--- config.mk ---
export PLATFORM = sky130hd
export DESIGN_NAME = merlin_irq_stim_flat
export DESIGN_NICKNAME = d
export VERILOG_FILES = /design/src/rtl/merlin_irq_stim_pkg.sv /design/src/rtl/merlin_irq_stim_if.sv /design/src/rtl/merlin_irq_stim_chan.sv /design/src/rtl/merlin_irq_stim.sv /design/src/flat_wrapper.sv
export SDC_FILE = /design/constraint.sdc
export NUM_CORES = 1
export LEC_CHECK = 0
export ABC_AREA = 1
export CAP_MARGIN = 40
export CORE_UTILIZATION = 60
export DETAILED_ROUTE_END_ITERATION = 10
export PLACE_DENSITY_LB_ADDON = 0.1
export SLEW_MARGIN = 20
export SYNTH_ARGS = -nofsm -noshare
export SYNTH_HDL_FRONTEND = slang
export SYNTH_SLANG_ARGS = --single-unit
--- constraint.sdc ---
create_clock -name clk -period 26.3 [get_ports clk]
set_input_delay 2.63 -clock clk [delete_from_list [all_inputs] [get_ports clk]]
set_output_delay 2.63 -clock clk [all_outputs]
set_load 0.005 [all_outputs]
--- src/rtl/merlin_irq_stim_pkg.sv ---
// rtl/merlin_irq_stim_pkg.sv - shared types and register map for the interrupt stimulus generator
package merlin_irq_stim_pkg;

    typedef enum logic [1:0] {
        MODE_OFF      = 2'b00,
        MODE_ONESHOT  = 2'b01,
        MODE_PERIODIC = 2'b10,
        MODE_PULSE    = 2'b11
    } mode_e;

    typedef enum logic [1:0] {
        ST_IDLE  = 2'b00,
        ST_COUNT = 2'b01,
        ST_PEND  = 2'b10
    } state_e;

    localparam logic [31:0] ACK_OFS    = 32'd0;
    localparam logic [31:0] CFG_OFS    = 32'd4;
    localparam logic [31:0] CFG_STRIDE = 32'd4;

    function automatic logic [31:0] cfg_addr(input logic [31:0] base, input int unsigned n);
        return base + CFG_OFS + CFG_STRIDE * 32'(n);
    endfunction

endpackage

--- src/rtl/merlin_irq_stim_if.sv ---
// rtl/merlin_irq_stim_if.sv - core data request port as seen by the bus snooper
interface merlin_irq_stim_if;
    logic        dreqvalid_i;
    logic        dreqready_i;
    logic        dreqwrite_i;
    logic [31:0] dreqaddr_i;
    logic [31:0] dreqdata_i;

    modport master (
        output dreqvalid_i, dreqready_i, dreqwrite_i, dreqaddr_i, dreqdata_i
    );

    modport slave (
        input dreqvalid_i, dreqready_i, dreqwrite_i, dreqaddr_i, dreqdata_i
    );
endinterface

--- src/rtl/merlin_irq_stim_chan.sv ---
// rtl/merlin_irq_stim_chan.sv - one interrupt channel: mode FSM, period counter and compare
module merlin_irq_stim_chan
    import merlin_irq_stim_pkg::*;
#(
    parameter int unsigned          C_CNT_W    = 16,
    parameter mode_e                RST_MODE   = MODE_OFF,
    parameter logic [C_CNT_W-1:0]   RST_PERIOD = '0
) (
    input  logic               clk,
    input  logic               reset,
    input  logic               cfg_we,
    input  logic [C_CNT_W-1:0] cfg_period,
    input  mode_e              cfg_mode,
    input  logic               ack,
    output logic               irq,
    output logic               pend
);

    localparam state_e RST_STATE = (RST_MODE == MODE_OFF) ? ST_IDLE : ST_COUNT;

    state_e             state_q, state_d;
    mode_e              mode_q, mode_d;
    logic [C_CNT_W-1:0] period_q, period_d;
    logic [C_CNT_W-1:0] cnt_q, cnt_d;
    logic               irq_q, irq_d;

    always_ff @(posedge clk or posedge reset) begin
        if (reset) begin
            state_q  <= RST_STATE;
            mode_q   <= RST_MODE;
            period_q <= RST_PERIOD;
            cnt_q    <= '0;
            irq_q    <= 1'b0;
        end else begin
            state_q  <= state_d;
            mode_q   <= mode_d;
            period_q <= period_d;
            cnt_q    <= cnt_d;
            irq_q    <= irq_d;
        end
    end

    always_comb begin
        state_d  = state_q;
        mode_d   = mode_q;
        period_d = period_q;
        cnt_d    = cnt_q;
        irq_d    = irq_q;
        if (cfg_we) begin
            mode_d   = cfg_mode;
            period_d = cfg_period;
            cnt_d    = '0;
            irq_d    = 1'b0;
            state_d  = (cfg_mode == MODE_OFF) ? ST_IDLE : ST_COUNT;
        end else begin
            unique case (state_q)
                ST_IDLE: begin
                    cnt_d = '0;
                    irq_d = 1'b0;
                end
                ST_COUNT: begin
                    if (mode_q == MODE_PULSE) begin
                        // acks are ignored; the pulse self-clears on the following edge
                        irq_d = (cnt_q == period_q);
                        cnt_d = irq_d ? '0 : cnt_q + 1'b1;
                    end else if (ack) begin
                        cnt_d = '0;
                        irq_d = 1'b0;
                    end else if (cnt_q == period_q) begin
                        irq_d   = 1'b1;
                        state_d = ST_PEND;
                    end else begin
                        cnt_d = cnt_q + 1'b1;
                    end
                end
                ST_PEND: begin
                    if (ack) begin
                        irq_d   = 1'b0;
                        cnt_d   = '0;
                        state_d = (mode_q == MODE_PERIODIC) ? ST_COUNT : ST_IDLE;
                    end
                end
                default: begin
                    state_d = ST_IDLE;
                    irq_d   = 1'b0;
                end
            endcase
        end
    end

    assign irq  = irq_q;
    assign pend = (state_q == ST_PEND);

endmodule

--- src/rtl/merlin_irq_stim.sv ---
// rtl/merlin_irq_stim.sv - bus-snooping multi-channel interrupt stimulus generator top
module merlin_irq_stim
    import merlin_irq_stim_pkg::*;
#(
    parameter int unsigned C_NCHAN          = 9,
    parameter int unsigned C_CNT_W          = 16,
    parameter logic [31:0] C_BASE_ADDR      = 32'h0000_0004,
    parameter int unsigned C_DEFAULT_PERIOD = 1024
) (
    input  logic                 clk,
    input  logic                 reset,
    merlin_irq_stim_if.slave     dreq,
    output logic [C_NCHAN-1:0]   irq_o,
    output logic [C_NCHAN-1:0]   pend_o
);

    localparam logic [C_CNT_W-1:0] DEF_PERIOD = C_CNT_W'(C_DEFAULT_PERIOD);

    logic               wr_acc;
    logic               ack_hit;
    logic [C_NCHAN-1:0] ack_vec;
    logic [C_CNT_W-1:0] cfg_period;
    mode_e              cfg_mode;
    logic               unused_data;

    // only accepted writes are snooped; the block never answers the request
    assign wr_acc     = dreq.dreqvalid_i & dreq.dreqready_i & dreq.dreqwrite_i;
    assign ack_hit    = wr_acc && (dreq.dreqaddr_i == C_BASE_ADDR + ACK_OFS);
    assign ack_vec    = ack_hit ? dreq.dreqdata_i[C_NCHAN-1:0] : '0;
    assign cfg_period = dreq.dreqdata_i[C_CNT_W-1:0];
    assign cfg_mode   = mode_e'(dreq.dreqdata_i[31:30]);
    assign unused_data = ^dreq.dreqdata_i;

    for (genvar n = 0; n < C_NCHAN; n++) begin : g_chan
        localparam mode_e              RM = (n == 0) ? MODE_PERIODIC : MODE_OFF;
        localparam logic [C_CNT_W-1:0] RP = (n == 0) ? DEF_PERIOD : '0;

        logic cfg_we;
        assign cfg_we = wr_acc && (dreq.dreqaddr_i == cfg_addr(C_BASE_ADDR, n));

        merlin_irq_stim_chan #(
            .C_CNT_W    (C_CNT_W),
            .RST_MODE   (RM),
            .RST_PERIOD (RP)
        ) u_chan (
            .clk        (clk),
            .reset      (reset),
            .cfg_we     (cfg_we),
            .cfg_period (cfg_period),
            .cfg_mode   (cfg_mode),
            .ack        (ack_vec[n]),
            .irq        (irq_o[n]),
            .pend       (pend_o[n])
        );
    end

endmodule
--- src/flat_wrapper.sv ---
// flat-port wrapper written by rule: the top's interface ports become plain ports
module merlin_irq_stim_flat import merlin_irq_stim_pkg::*;
#(
    parameter int unsigned C_NCHAN          = 9,
    parameter int unsigned C_CNT_W          = 16,
    parameter logic [31:0] C_BASE_ADDR      = 32'h0000_0004,
    parameter int unsigned C_DEFAULT_PERIOD = 1024
)
  (clk, reset, irq_o, pend_o, dreq_dreqvalid_i, dreq_dreqready_i, dreq_dreqwrite_i, dreq_dreqaddr_i, dreq_dreqdata_i);
  merlin_irq_stim_if dreq_i ();
  input  logic clk;
  input  logic reset;
  output logic [C_NCHAN-1:0] irq_o;
  output logic [C_NCHAN-1:0] pend_o;
  input wire logic [$bits(dreq_i.dreqvalid_i)-1:0] dreq_dreqvalid_i;
  input wire logic [$bits(dreq_i.dreqready_i)-1:0] dreq_dreqready_i;
  input wire logic [$bits(dreq_i.dreqwrite_i)-1:0] dreq_dreqwrite_i;
  input wire logic [$bits(dreq_i.dreqaddr_i)-1:0] dreq_dreqaddr_i;
  input wire logic [$bits(dreq_i.dreqdata_i)-1:0] dreq_dreqdata_i;
  assign dreq_i.dreqvalid_i = dreq_dreqvalid_i;
  assign dreq_i.dreqready_i = dreq_dreqready_i;
  assign dreq_i.dreqwrite_i = dreq_dreqwrite_i;
  assign dreq_i.dreqaddr_i = dreq_dreqaddr_i;
  assign dreq_i.dreqdata_i = dreq_dreqdata_i;
  merlin_irq_stim #(.C_NCHAN(C_NCHAN), .C_CNT_W(C_CNT_W), .C_BASE_ADDR(C_BASE_ADDR), .C_DEFAULT_PERIOD(C_DEFAULT_PERIOD)) u_core (.clk(clk), .reset(reset), .dreq(dreq_i), .irq_o(irq_o), .pend_o(pend_o));
endmodule
==> results.cfg <==
[pwr]
leakage_power_nw = 11.5
pwr-share-seq_pct = 45.7
p_sw_share_pct = 21.5
powerDensity_nw_per_um2 = 50.1
clkPwrFrac_pct = 51.2
peakVddDrop_v = 0.0000417
switching_power_uw = 241
share_comb_of_total_power_pct = 3.1
power.internal_uw = 880

[clock_tree]
clock_tree.htree_level_count = 2
cts_hold_buf = 0
clkSlewWorstSetupHoldPaths_ns = 0.06
numCtsBuffers = 38
cts.repair_timing.setup_buffer_count = 0
cts-root-to-sink-buffers = 3
post_cts_resized = 0
clk_root_buffer_cell = sky130_fd_sc_hd__clkbuf_16
cts_tree = done
worstSkewPairLatency_ns = 0.53
clock_sink_count = 333

[status]
status = complete, no violations

[detailed_routing]
detail_route.vias_per_cell = 5.31
ant_nets = 0
drt_pass1_iterations = 6
drcViolationCount = 0
via_count = 17378
drt-total-wl_um = 49000
dr.first_iter.drc_count = 1362
drt-wirelength-per-cell_um = 15.0

[worst_setup_path]
critical_path.startpoint = dreq_dreqaddr_i[7]
timing.rr.start = u_core.g_chan[4].u_chan.cnt_q[8]$_DFFE_PP0P_
critPathKind = in2reg
worstSetupEndpoint = u_core.g_chan[0].u_chan.cnt_q[6]$_DFFE_PP0P_
timing.critical_path.arrival_ns = 5.74
critPathRequiredTime_ns = 26.71
crit_path_start_kind = primary input
end_kind = flip-flop
cp_max_fo = 44
timing.rr.end = u_core.g_chan[4].u_chan.cnt_q[3]$_DFFE_PP0P_
timing.reg2reg.setup_slack_ns = 24.20
timing.reg2reg.worst_path_depth = 10

[sta]
worst_slack_ns = 20.97
max_slew.worst_pin.slew_ns = 0.996
number_of_failing_setup_endpoints_in_the_final_timing_report = 0
achievable_clock_frequency_mhz = 188
relSlewSlack_pct = 33.6
timing_max_transition_violations_final = 0
clock-skew-final_ns = 0.0124
tcrit_tclk_final_pct = 20.3
final.min_clock_period_ns = 5.33
finalSetupTns_ns = 0
setup_repair_after_global_routing_missed_its_margin = false
report.final.hold_viol_count = 0

[finish]
finish.instance_area_um2 = 22400
drive_gt1_share_pct = 6.30
multi_input_comb_area_um2 = 10400
post-route-util_pct = 66.9
regArea_um2 = 8340
finalNonFillerCells = 3275
layout.filler_cells = 2846
num-nets-final = 2875
areaGrowthSynthToFinish_pct = 10.1

[placement]
place.gp.congestion = 0.890
count_of_port_buffers_added_during_placement = 72
pre_cts_slack_ns = 20.48
placement.cell_area_um2 = 21000
placed_cells_incl_taps = 3205
hpwlAfterDp_um = 32500

[floorplanning]
io_pins = 87
die_area_um2 = 34600
area_of_the_core_um2 = 33400
die_width_um = 186
start_util_pct = 60.7
fp-row-count = 67
floorplan.die.height_um = 186

[global_route]
remaining_overflow_grt = 0
gr-usage-all-layers_pct = 29.1
antenna_violations_before_repair = 2
first_pass_grt_wire_length_um = 79500
grt_pass1_vias = 16361
grt_start_max_net_pins = 178

[synth]
synth_net_count = 2866
mappedNetlistArea_um2 = 20300
synthArstFlopShare_pct = 100
synth.avg_cell_area_um2 = 7.29
post_synth_num_cell_types = 34
dominantRegCellSynth = sky130_fd_sc_hd__dfrtp_1
yosysWarningCount = 0
synth_edf_count = 0
postSynthRegisterBits = 333
synth_seq_area_share_pct = 41.0
synth_cells = 2788

[run]
max_cap_viol_count = 0

[hold_path]
worstHoldPathType = reg2reg
hold_path.startpoint = u_core.g_chan[6].u_chan.period_q[4]$_DFFE_PP0N_
-- worst min-delay path by stage --
stage / to / cells after the start
after floorplan: u_core.g_chan[0].u_chan.irq$_DFFE_PP0P_ / 2
after CTS: u_core.g_chan[0].u_chan.period_q[10]$_DFFE_PP1N_ / 2
after global placement: u_core.g_chan[4].u_chan.cnt_q[15]$_DFFE_PP0P_ / 2
after detailed placement: u_core.g_chan[3].u_chan.mode_q[0]$_DFFE_PP0N_ / 2
after global routing: u_core.g_chan[1].u_chan.period_q[3]$_DFFE_PP0N_ / 2
final: u_core.g_chan[6].u_chan.period_q[4]$_DFFE_PP0N_ / 2
-- layout by cell type (no fill, tap or decap), types with 4 or more instances in the layout --
| master | count |
|---|---|
| sky130_fd_sc_hd__clkinv_2 | 7 |
| sky130_fd_sc_hd__ha_1 | 9 |
| sky130_fd_sc_hd__nand3b_1 | 6 |
| sky130_fd_sc_hd__nor2_1 | 370 |
| sky130_fd_sc_hd__nand2_2 | 23 |
| sky130_fd_sc_hd__o21ai_0 | 173 |
| sky130_fd_sc_hd__nor2_4 | 16 |
| sky130_fd_sc_hd__nand2_1 | 1005 |
| sky130_fd_sc_hd__clkbuf_16 | 41 |
| sky130_fd_sc_hd__nand3_1 | 141 |
| sky130_fd_sc_hd__xnor2_1 | 24 |
| sky130_fd_sc_hd__inv_1 | 210 |
| sky130_fd_sc_hd__clkbuf_8 | 13 |
| sky130_fd_sc_hd__clkdlybuf4s50_1 | 72 |
| sky130_fd_sc_hd__dfrtp_1 | 330 |
| sky130_fd_sc_hd__bufinv_16 | 4 |
| sky130_fd_sc_hd__inv_2 | 7 |
| sky130_fd_sc_hd__nor2_2 | 15 |
| sky130_fd_sc_hd__and3b_1 | 6 |
| sky130_fd_sc_hd__nand4_1 | 34 |
| sky130_fd_sc_hd__nand3_4 | 10 |
| sky130_fd_sc_hd__nand3_2 | 23 |
| sky130_fd_sc_hd__nor3_1 | 32 |
| sky130_fd_sc_hd__a21oi_1 | 18 |
| sky130_fd_sc_hd__xor2_1 | 211 |
| sky130_fd_sc_hd__nor2_8 | 4 |
-- state kept, by name (all words and copies together), names as in the netlist --
signal	count
u_core.g_chan.u_chan.period_q	144
u_core.g_chan.u_chan.mode_q	18
u_core.g_chan.u_chan.irq	9
u_core.g_chan.u_chan.cnt_q	144
u_core.g_chan.u_chan.state_q	18
-- layout make-up --
class | instances | share of cell area (%)
multi-input cells | 2128 | 46.7
flip-flops and latches | 333 | 37.3
clock buffers | 57 | 5.44
inverters | 220 | 3.75
repair buffers | 76 | 3.59
well taps | 448 | 2.51
clock inverters | 12 | 0.727
diodes | 1 | 0.0112
-- per-stage QoR --
step / power, mW / hold slack, ns
2_1_floorplan: 0.535 / 0.450
5_1_grt: 1.15 / 0.521
4_1_cts: 1.13 / 0.501
6_report: 1.12 / 0.499
3_3_place_gp: 0.556 / 0.480
3_5_place_dp: 0.557 / 0.489
-- cell usage after synthesis (20+ instances only) --
cell | instances | share of area [%]
sky130_fd_sc_hd__nand2_1 | 1005 | 19
sky130_fd_sc_hd__clkbuf_1 | 51 | 0.94
sky130_fd_sc_hd__nand3_2 | 23 | 1.1
sky130_fd_sc_hd__nor3_1 | 32 | 0.79
sky130_fd_sc_hd__o21ai_0 | 173 | 4.3
sky130_fd_sc_hd__nand3_1 | 141 | 3.5
sky130_fd_sc_hd__buf_6 | 20 | 1.1
sky130_fd_sc_hd__xor2_1 | 211 | 9.1
sky130_fd_sc_hd__nand2_2 | 23 | 0.71
sky130_fd_sc_hd__nor2_1 | 370 | 6.8
sky130_fd_sc_hd__xnor2_1 | 24 | 1.0
sky130_fd_sc_hd__nand4_1 | 34 | 1.0
sky130_fd_sc_hd__dfrtp_1 | 330 | 41
sky130_fd_sc_hd__inv_1 | 211 | 3.9
sky130_fd_sc_hd__buf_4 | 30 | 1.1
-- critical path, cell delays in order --
cell and delay, ns:
sky130_fd_sc_hd__clkdlybuf4s50_1 0.53, sky130_fd_sc_hd__nor2_2 0.26, sky130_fd_sc_hd__nand2_2 0.09, sky130_fd_sc_hd__nor2_2 0.09, sky130_fd_sc_hd__nand2_1 0.09, sky130_fd_sc_hd__nor2_4 0.46
sky130_fd_sc_hd__buf_16 0.23, sky130_fd_sc_hd__nand2_2 0.41, sky130_fd_sc_hd__nand3_1 0.30, sky130_fd_sc_hd__inv_1 0.08, sky130_fd_sc_hd__nor2_2 0.14, sky130_fd_sc_hd__nand2_2 0.22
sky130_fd_sc_hd__nand2_1 0.13, sky130_fd_sc_hd__nand2_1 0.06
-- power groups by stage --
stage | registers, mW | logic (mW) | clock network [mW]
floorplan | 0.522 | 0.0133 | 0
global placement | 0.522 | 0.0346 | 0
detailed placement | 0.522 | 0.0355 | 0
CTS | 0.512 | 0.0356 | 0.581
global route | 0.512 | 0.0381 | 0.602
finish | 0.512 | 0.0349 | 0.573
-- kinds of logic (layout without fill, tap and decap cells) --
group	count (synthesis)	count (layout)	share of synthesized area (%)
xor gates and xnor gates	235	235	10.1
and+or+nand+nor	1691	1691	36.0
adders and majority gates	9	9	0.554
buffers and inverters	327	365	7.54
AOI/OAI and AO/OA	193	193	4.78
other	0	1	0
DFF	333	333	41.0
-- metal layers --
metal	wire length [um]	vias up	global-route usage [%]	part of all wire (%)
met3	2960	103	4.48	6.0
met4	1560	0	10.8	3.2
met1	21600	8160	38.0	44
met2	22900	468	48.6	47
li1	-	8647	-	-
met5	0	-	0	0
Note: power is estimated with default switching activity, not from simulation.
